### src/rtl/uart_receiver.sv
// rtl/uart_receiver.sv - 8N1 UART receiver with two-flop synchronizer and framing check
module uart_receiver #(
    parameter int CLKS_PER_BIT = 8,
    parameter int DATA_BITS    = 8
) (
    input  logic                 clk,
    input  logic                 rst,
    input  logic                 rx,
    output logic [DATA_BITS-1:0] rx_data,
    output logic                 rx_valid,
    output logic                 frame_error,
    output logic                 rx_busy
);

    localparam int CNT_W = $clog2(CLKS_PER_BIT);
    localparam int IDX_W = (DATA_BITS > 1) ? $clog2(DATA_BITS) : 1;
    localparam logic [CNT_W-1:0] HALF_CNT = CNT_W'(CLKS_PER_BIT / 2 - 1);
    localparam logic [CNT_W-1:0] LAST_CNT = CNT_W'(CLKS_PER_BIT - 1);
    localparam logic [IDX_W-1:0] LAST_BIT = IDX_W'(DATA_BITS - 1);

    typedef enum logic [2:0] {
        WAIT_IDLE,
        IDLE,
        START,
        DATA,
        STOP
    } state_t;

    state_t               state, state_n;
    logic                 sync1, rx_s;
    logic [CNT_W-1:0]     cnt, cnt_n;
    logic [IDX_W-1:0]     bit_idx, idx_n;
    logic [DATA_BITS-1:0] shift, shift_n;
    logic [DATA_BITS-1:0] data_n;
    logic                 valid_n, ferr_n;

    // Synchronizer resets low so a line stuck low through reset parks in WAIT_IDLE
    always_ff @(posedge clk) begin
        if (rst) begin
            sync1       <= 1'b0;
            rx_s        <= 1'b0;
            state       <= WAIT_IDLE;
            cnt         <= '0;
            bit_idx     <= '0;
            shift       <= '0;
            rx_data     <= '0;
            rx_valid    <= 1'b0;
            frame_error <= 1'b0;
        end else begin
            sync1       <= rx;
            rx_s        <= sync1;
            state       <= state_n;
            cnt         <= cnt_n;
            bit_idx     <= idx_n;
            shift       <= shift_n;
            rx_data     <= data_n;
            rx_valid    <= valid_n;
            frame_error <= ferr_n;
        end
    end

    always_comb begin
        state_n = state;
        cnt_n   = cnt;
        idx_n   = bit_idx;
        shift_n = shift;
        data_n  = rx_data;
        valid_n = 1'b0;
        ferr_n  = 1'b0;
        case (state)
            WAIT_IDLE: begin
                if (rx_s) state_n = IDLE;
            end
            IDLE: begin
                if (!rx_s) begin
                    state_n = START;
                    cnt_n   = '0;
                end
            end
            START: begin
                // Re-check at mid start bit; a high line here is a glitch
                if (cnt == HALF_CNT) begin
                    cnt_n = '0;
                    if (!rx_s) begin
                        state_n = DATA;
                        idx_n   = '0;
                    end else begin
                        state_n = IDLE;
                    end
                end else begin
                    cnt_n = cnt + CNT_W'(1);
                end
            end
            DATA: begin
                if (cnt == LAST_CNT) begin
                    shift_n[bit_idx] = rx_s;
                    cnt_n            = '0;
                    idx_n            = bit_idx + IDX_W'(1);
                    if (bit_idx == LAST_BIT) state_n = STOP;
                end else begin
                    cnt_n = cnt + CNT_W'(1);
                end
            end
            STOP: begin
                // Leaving at mid stop bit lets a back-to-back start be caught
                if (cnt == LAST_CNT) begin
                    cnt_n = '0;
                    if (rx_s) begin
                        data_n  = shift;
                        valid_n = 1'b1;
                        state_n = IDLE;
                    end else begin
                        ferr_n  = 1'b1;
                        state_n = WAIT_IDLE;
                    end
                end else begin
                    cnt_n = cnt + CNT_W'(1);
                end
            end
            default: state_n = WAIT_IDLE;
        endcase
    end

    assign rx_busy = (state == START) || (state == DATA) || (state == STOP);

endmodule
### config.mk
export PLATFORM = sky130hd
export DESIGN_NAME = uart_receiver
export DESIGN_NICKNAME = d
export VERILOG_FILES = /design/src/rtl/uart_receiver.sv
export SDC_FILE = /design/constraint.sdc
export NUM_CORES = 1
export LEC_CHECK = 0
export BUFFER_PORTS_ARGS = -buffer_cell sky130_fd_sc_hd__clkbuf_2
export CAP_MARGIN = 30
export CELL_PAD_IN_SITES_DETAIL_PLACEMENT = 2
export CELL_PAD_IN_SITES_GLOBAL_PLACEMENT = 2
export CORE_ASPECT_RATIO = 0.9
export CORE_MARGIN = 3
export CORE_UTILIZATION = 32
export DETAILED_ROUTE_END_ITERATION = 6
export PLACE_DENSITY = 0.81
export SLEW_MARGIN = 20
export SYNTH_ARGS = -nofsm -noshare
export SYNTH_HDL_FRONTEND = slang
export SYNTH_SLANG_ARGS = --single-unit
### constraint.sdc
create_clock -name clk -period 4.98 [get_ports clk]
set_clock_uncertainty 0.1 [all_clocks]
set_input_delay 0.498 -clock clk [delete_from_list [all_inputs] [get_ports clk]]
set_output_delay 0.498 -clock clk [all_outputs]
set_load 0.05 [all_outputs]
==> results of run 1 <==
## power groups by stage
stage	clock, mW	combinational (mW)	sequential [mW]
3_3_place_gp	0	0.0814	0.265
4_1_cts	0.257	0.0882	0.262
6_report	0.250	0.0872	0.262
3_5_place_dp	0	0.0856	0.267
2_1_floorplan	0	0.0927	0.247
5_1_grt	0.270	0.0962	0.265
## cell families (layout without fill, tap and decap cells)
kind of cell / count (synthesis) / after routing / synth area share
muxes: 12 / 12 / 0.0897
DFF: 29 / 29 / 0.425
and+or+nand+nor: 51 / 51 / 0.220
buffers and inverters: 13 / 25 / 0.0476
AOI/OAI and AO/OA: 33 / 33 / 0.172
adders and majority gates: 5 / 5 / 0.0457
## final timing paths
path | slack [ns] | from | cells past startpoint | to
worst max register to register | 2.72 | state[1] | 4 | shift[2]
worst min-delay path | 0.33 | rx | 2 | sync1
worst max-delay path | 2.53 | state[0] | 3 | rx_busy
worst min register to register | 0.34 | sync1 | 1 | rx_s
## flip-flops by register name (all words and copies together), names as in the netlist
register / count
shift: 8
sync1: 1
rx_s: 1
rx_valid: 1
bit_idx: 3
state: 3
cnt: 3
frame_error: 1
rx_data: 8
## metrics by stage
step,hold slack [ns],util,cell area (um2)
after global routing,0.343,0.398,1560
after CTS,0.328,0.398,1560
final,0.331,0.398,1560
after floorplan,0.314,-,1370
after global placement,0.323,0.368,1440
after detailed placement,0.332,0.368,1440
## routing by layer
metal	vias up	global-route usage	wire length, um	part of all wire
met5	-	0	0	0
met4	0	0.0800	70	0.020
met3	7	0.0396	105	0.031
met2	17	0.254	1620	0.47
met1	526	0.172	1640	0.48
li1	535	-	-	-
## worst max-delay path, cell delays in order, from the launching register on
cell and delay (ns):
dfxtp_1 0.49, or3b_1 0.63, nand2_1 0.17, clkbuf_2 0.29
## layout by cell type (no fill, tap or decap)
master / n
a211o_1: 1
a211oi_1: 6
a21o_1: 1
a21oi_1: 12
a22oi_2: 1
a311oi_1: 2
a31oi_1: 2
a32oi_1: 1
and2_1: 1
bufinv_16: 1
clkbuf_1: 1
clkbuf_2: 13
clkbuf_8: 6
dfxtp_1: 29
ha_1: 5
inv_1: 4
mux2_2: 2
mux2i_1: 10
nand2_1: 6
nand2b_1: 5
nand3_1: 2
nand4_1: 2
nor2_1: 14
nor2_8: 1
nor2b_1: 10
nor3_1: 3
nor3b_1: 1
nor4_1: 3
nor4_2: 1
nor4_4: 1
o211a_1: 1
o211ai_1: 2
o21ai_0: 1
o21bai_1: 1
o221ai_2: 1
o32a_1: 1
or3b_1: 1
## area by class of cell
class                   instances  area, um2  area share
multi-input cells             101        722       0.464
repair buffers                 13       65.1      0.0418
inverters                       4       15.0     0.00965
clock inverters                 1       30.0      0.0193
clock buffers                   7       86.3      0.0555
flip-flops and latches         29        581       0.373
well taps                      46       57.6      0.0370
==> flow_metrics.tcl, run 1 <==
set metrics [dict create \
    crit_type "flop to output port" \
    track_usage 0.150 \
    async_reset_ff_frac 0 \
    gr-total-overflow 0 \
    clk_latency_ns 0.28 \
    fin_cells 201 \
    port_buffers 13 \
    maxCapViolations 0 \
    finalSetupViolations 0 \
    vias 1085 \
    clk_pin_slew_ns 0.06 \
    rsz0062_at_grt "no" \
    intPower_uw 439 \
    status "complete, no violations" \
    cts_tree "done" \
    power_uw 600 \
    swShare 0.269 \
    cts_hold_buffers 0 \
    synth_top_area_cell "dfxtp_1" \
    rows 21 \
    fin_crit_ns 2.45 \
    ir_drop_uv 140 \
    root_buffer "clkbuf_8" \
    die_x_um 74.9 \
    drv_slew 0 \
    dr.pass1.iters 4 \
    core_area_mm2 0.00392 \
    area_growth_pct 13.8 \
    worstMarginPinSlew_ns 0.681 \
    grt_pass1_vias 1160 \
    gp_congestion 0.786 \
    dp_slack_ns 2.82 \
    hold_viol 0 \
    grt_pass1_wl_um 5560 \
    post_cts_resized 0 \
    diodes 0 \
    synthFlopType "dfxtp_1" \
    drt-total-wl_um 3430 \
    layout_setup_ws_ns 2.53 \
    p_comb_frac 0.145 \
    startpoint_type "flop" \
    yosys_warnings 0 \
    drtIter0Drc 53 \
    clockBufferDepth 2 \
    fmax_mhz 408 \
    nNetsFinal 162 \
    viasPerCell 5.40 \
    synth.avg_cell_area_um2 9.56 \
    drive_above_1_share 0.174 \
    htreeDepth 2 \
    synth.area.top_cells "dfxtp_1 (42%), mux2i_1 (7.3%), ha_1 (4.6%), nor2b_1 (4.6%), a21oi_1 (4.4%)" \
    crit_fanout 18 \
    die_area_mm2 0.00510 \
    yosysMostFrequentCell "dfxtp_1" \
    worstSetupEndpointType "output port" \
    p_switching_uw 161 \
    required_ns 4.38 \
    cts_buffers 5 \
    fillers 437 \
    wl_per_cell_um 17.1 \
    synth_seq_area_share 0.425 \
    synth_nets 151 \
    yosys.area.top_type_share 0.425 \
    p_clk_frac 0.417 \
    max_slew_margin 0.542 \
    ys_ff_latch 29 \
    antenna_found_initial 0 \
    setup_tns_ns 0 \
    start_util 0.349 \
    drc 0 \
    clock-sinks 29 \
    die_height_um 68.0 \
    fin_crit_sh 0.492 \
    power_density_mw_per_mm2 385 \
    synth_top_cells_by_count "dfxtp_1 (29), nor2_1 (14), a21oi_1 (12)" \
    ant_nets 0 \
    ios 14 \
    dpl.cell_count 193 \
    synth.distinct_cells 38 \
    grt_max_degree 33 \
    leakagePower_nw 0.591 \
    synth_edf_count 0 \
    post-dp-hpwl_um 2340 \
    sequentialPowerShare 0.438 \
    syn_area_mm2 0.00137 \
    syn_inst 143 \
    crit_arrival_ns 1.85 \
    post-cts-setup-buffers 0 \
    min_path_type "input pin to flop" \
]
No activity file was read; power rests on OpenSTA's default activity.
==> run 2, diff against run 1 <==
- ABC_AREA: default -> 1
- CORE_UTILIZATION: 32 -> 29
- PLACE_DENSITY: 0.81 -> 0.84
- clock period: 4.98 -> 2.2 ns (I/O delays scaled with it)
==> run 2 against run 1 <==
  * Clock power up 68%
  * Die area increased by 13%
  * Critical path depth grew 2
  * Non-clock buffer count rose by 1
  * Flip-flop and latch count is the same
  * Cell area increased by 3.8%
  * Utilization fell by 4.5 points
  * Global-route usage down 0.89 points
  * Routed wire length up 4.8%
  * Synthesized cell count increased by 39%
  * Highest routed layer unchanged
==> flow_metrics.tcl, run 2 <==
set metrics [dict create \
    required_ns 1.88 \
    drc 0 \
    fin_cells 277 \
    port_buffers 13 \
    multi_input_area_um2 704 \
    grt_pass1_vias 1319 \
    r2r_slack_ns 0.38 \
    async_reset_ff_frac 0 \
    cpMaxStageDelayCell "dfxtp_1" \
    htreeDepth 2 \
    area_growth_pct 13.6 \
    synth.distinct_cells 22 \
    crit_type "flop to output port" \
    crit_arrival_ns 1.62 \
    ios 14 \
    ir_drop_uv 348 \
    die_height_um 72.4 \
    yosys_warnings 0 \
    start_util 0.311 \
    power_mw 1.83 \
    root_buffer "clkbuf_8" \
    die_area_mm2 0.00578 \
    clock-sinks 29 \
    register_area_um2 581 \
    vias 1255 \
    max_slew_margin 0.595 \
    clk_latency_ns 0.28 \
    drt-total-wl_um 3600 \
    cts_hold_buffers 0 \
    drive_above_1_share 0.214 \
    grt_pass1_wl_um 6350 \
    post_cts_resized 0 \
    synth.avg_cell_area_um2 7.14 \
    post-dp-hpwl_um 2770 \
    syn_area_mm2 0.00142 \
    gp_congestion 0.771 \
    setup_tns_ns 0 \
    finalSetupViolations 0 \
    layout_common_cells "nor2_1 (39), nand2_1 (35), dfxtp_1 (29)" \
    antenna_found_initial 0 \
    placed_area_mm2 0.00153 \
    synthFlopType "dfxtp_1" \
    gr-total-overflow 0 \
    swShare 0.438 \
    p_comb_frac 0.393 \
    fillers 547 \
    cpMostUsedCell "nand2_2" \
    leakagePower_nw 0.708 \
    synth.area.top_cells "dfxtp_1 (41%), nor2_1 (10%), nand2_1 (9.2%), inv_1 (5.3%), o21ai_1 (4.6%)" \
    min_path_type "input pin to flop" \
    critical_path.cell_chain "nand3_4 > nand2_2 > inv_2 > nand2_2 > clkbuf_2" \
    synth_top_cells_by_count "nor2_1 (39), nand2_1 (35), dfxtp_1 (29)" \
    track_usage 0.141 \
    viasPerCell 4.53 \
    p_clk_frac 0.230 \
    fin_crit_sh 0.882 \
    cpPeakStageDelay_ns 0.56 \
    ys_ff_latch 29 \
    hold_viol 0 \
    worstMarginPinSlew_ns 0.607 \
    ant_nets 0 \
    rows 23 \
    yosysMostFrequentCell "nor2_1" \
    core_area_mm2 0.00458 \
    final_common_cell "nor2_1" \
    dpl.cell_count 269 \
    maxCapViolations 0 \
    sequentialPowerShare 0.377 \
    startpoint_type "flop" \
    rsz0062_at_grt "no" \
    die_x_um 79.8 \
    clockBufferDepth 2 \
    cts_buffers 5 \
    synth_edf_count 0 \
    power_density_mw_per_mm2 1130 \
    p_switching_uw 799 \
    fmax_mhz 515 \
    worstSetupEndpointType "output port" \
    fin_area_mm2 0.00162 \
    post-cts-setup-buffers 0 \
    drv_slew 0 \
    diodes 0 \
    crit_fanout 9 \
    cts_tree "done" \
    fin_crit_ns 1.94 \
    syn_inst 199 \
    drtIter0Drc 61 \
    wl_per_cell_um 13.0 \
    synth_seq_area_share 0.408 \
    clk_pin_slew_ns 0.06 \
    top_regs "rx_data x8, shift x8" \
    grt_max_degree 21 \
    intPower_mw 1.03 \
    nNetsFinal 222 \
    synth_nets 207 \
    status "complete, no violations" \
    synth_top_area_cell "dfxtp_1" \
    yosys.area.top_type_share 0.408 \
    dr.pass1.iters 4 \
]
run 2: worst paths after layout:
check | startpoint | endpoint | cells after the start
worst max-delay path | state[0] | rx_busy | 5
worst min register to register | sync1 | rx_s | 2
worst min-delay path | rx | sync1 | 3
worst max register to register | cnt[0] | rx_data[5] | 8
run 2: logic make-up after synthesis:
| group | count (synthesis) | share of synthesized area |
|---|---|---|
| compound gates | 33 | 0.125 |
| fa+ha+maj | 5 | 0.0440 |
| buf+inv | 32 | 0.0959 |
| flops | 29 | 0.408 |
| simple gates | 100 | 0.327 |
run 2: area by class of cell:
type,instances,area share
flip-flops and latches,29,0.359
well taps,62,0.0480
inverters,26,0.0604
clock buffers,6,0.0449
repair buffers,14,0.0449
multi-input cells,138,0.436
clock inverters,2,0.00620
run 2: stage by stage:
step                       util  worst slack [ns]  hold WS, ns
after floorplan               -             0.775        0.227
after global placement    0.335             0.516        0.310
after detailed placement  0.335             0.379        0.318
after CTS                 0.353             0.241       0.0213
after global routing      0.353             0.125       0.0401
final                     0.353             0.259       0.0263
run 2: routing by layer:
layer / vias to the layer above / wire [um] / GRT usage
li1: 649 / - / -
met1: 584 / 1880 / 0.194
met2: 16 / 1540 / 0.213
met3: 6 / 109 / 0.0385
met4: 0 / 65 / 0.0507
met5: - / 0 / 0
run 2: power by group through the flow:
stage               clock network, mW  registers, mW  logic (mW)
finish                          0.421          0.688       0.717
global route                    0.463          0.699       0.818
CTS                             0.440          0.686       0.732
detailed placement                  0          0.698       0.728
global placement                    0          0.694       0.706
floorplan                           0          0.651       0.622
run 2: worst max-delay path, delay by kind of cell (launching register included):
| family | cells | cell delay, ns |
|---|---|---|
| DFF | 1 | 0.56 |
| and+or+nand+nor | 3 | 0.44 |
| buffers and inverters | 2 | 0.34 |
==> run 3, diff against run 2 <==
- ABC_AREA: 1 -> default
- CORE_UTILIZATION: 29 -> 32
- REMOVE_ABC_BUFFERS: default -> 1
==> run 3 against run 2 <==
  * Sequential share of layout area up 1.1 points
  * Total power down 32%
  * Clock power about the same
  * Critical path type unchanged
==> flow_metrics.tcl, run 3 (synthesized netlist as in run 1, its figures left out) <==
set metrics [dict create \
    hold_viol 0 \
    crit_type "flop to output port" \
    fin_area_mm2 0.00157 \
    use_met1 0.194 \
    power_mw 1.24 \
    drive_above_1_share 0.205 \
    start_util 0.349 \
    worstMarginPinSlew_ns 0.432 \
    critPathTopFamily "simple AND/OR/NAND/NOR gates" \
    root_buffer "clkbuf_8" \
    use_met3 0.0396 \
    drtIter0Drc 41 \
    clk_pin_slew_ns 0.06 \
    hp-start "rx" \
    rows 21 \
    worst-path-buf-inv 1 \
    gp_congestion 0.805 \
    min_path_type "input pin to flop" \
    dr.pass1.iters 4 \
    final_common_cell "dfxtp_1" \
    post-dp-hpwl_um 2590 \
    startpoint_type "flop" \
    viasPerCell 5.48 \
    r2r_slack_ns 0.34 \
    port_buffers 13 \
    layout_setup_ws_ns 0.0965 \
    rr_startpoint "bit_idx[1]" \
    ant_nets 0 \
    post_cts_resized 0 \
    worst-r2r-cell-count 5 \
    grt.busiest_layer "met2" \
    worstSetupStartpoint "state[2]" \
    max_slew_margin 0.709 \
    rsz0062_at_grt "no" \
    drc 0 \
    clk_latency_ns 0.28 \
    critical_path.cell_chain "or3b_1 > nand2_1 > clkbuf_2" \
    grt_pass1_vias 1174 \
    maxCapViolations 0 \
    crit_fanout 9 \
    antenna_found_initial 0 \
    worstSetupEndpointType "output port" \
    reg2reg_to "state[1]" \
    nNetsFinal 168 \
    die_x_um 74.9 \
    ios 14 \
    drv_slew 0 \
    die_area_mm2 0.00510 \
    fin_crit_ns 2.10 \
    area_growth_pct 14.6 \
    layout_common_cells "dfxtp_1 (29), nor2_1 (14), clkbuf_2 (13)" \
    cts_hold_buffers 0 \
    gr-total-overflow 0 \
    grt_max_degree 21 \
    cpMaxStageDelayCell "or3b_1" \
    vias 1134 \
    top_regs "rx_data x8, shift x8" \
    ir_drop_uv 360 \
    clockBufferDepth 2 \
    grt_pass1_wl_um 5930 \
    setup_tns_ns 0 \
    drt-total-wl_um 3550 \
    status "complete, no violations" \
    placed_area_mm2 0.00149 \
    wl_per_cell_um 17.1 \
    leakagePower_nw 0.609 \
    fmax_mhz 475 \
    cpPeakStageDelay_ns 0.57 \
    met2_usage 0.261 \
    post-cts-setup-buffers 0 \
    diodes 0 \
    die_height_um 68.0 \
    cts_tree "done" \
    dp_slack_ns 0.350 \
    finalSetupViolations 0 \
    track_usage 0.158 \
    htreeDepth 2 \
    holdWs_ns 0.0474 \
    required_ns 1.88 \
    power_density_mw_per_mm2 788 \
    cp.depth 3 \
    crit_arrival_ns 1.78 \
    hold_path_end "sync1" \
    fillers 440 \
    holdPathStages 2 \
    cts_buffers 5 \
    clock-sinks 29 \
    fin_crit_sh 0.956 \
    core_area_mm2 0.00392 \
]
-- run 3: area by class of cell --
cell class | count | area, um2 | area share
clock buffers | 6 | 72.6 | 0.0463
clock inverters | 2 | 10.0 | 0.00638
inverters | 4 | 15.0 | 0.00958
multi-input cells | 101 | 722 | 0.460
flip-flops and latches | 29 | 581 | 0.370
well taps | 46 | 57.6 | 0.0367
repair buffers | 19 | 110 | 0.0702
-- run 3: power breakdown --
group / internal, mW / switching (mW) / leakage, nW
clock: 0.219 / 0.202 / 0.0450
combinational: 0.0963 / 0.134 / 0.330
sequential: 0.543 / 0.0407 / 0.234
total: 0.858 / 0.377 / 0.609
-- run 3: worst max-delay path by stage --
stage	to	slack [ns]
2_1_floorplan	cnt[1]	0.36
3_3_place_gp	rx_data[4]	0.42
3_5_place_dp	shift[6]	0.35
4_1_cts	rx_busy	0.1
5_1_grt	rx_busy	0.009
6_report	rx_busy	0.1
-- run 3: metrics by stage --
stage / util / std cells
after floorplan: - / 134
after global placement: 0.379 / 199
after detailed placement: 0.379 / 199
after CTS: 0.400 / 207
after global routing: 0.400 / 207
final: 0.400 / 207
-- run 3: per-layer routing --
layer / share of wire / vias to the layer above
met5: 0 / -
met4: 0.019 / 0
met3: 0.023 / 7
met2: 0.49 / 13
met1: 0.47 / 558
li1: - / 556
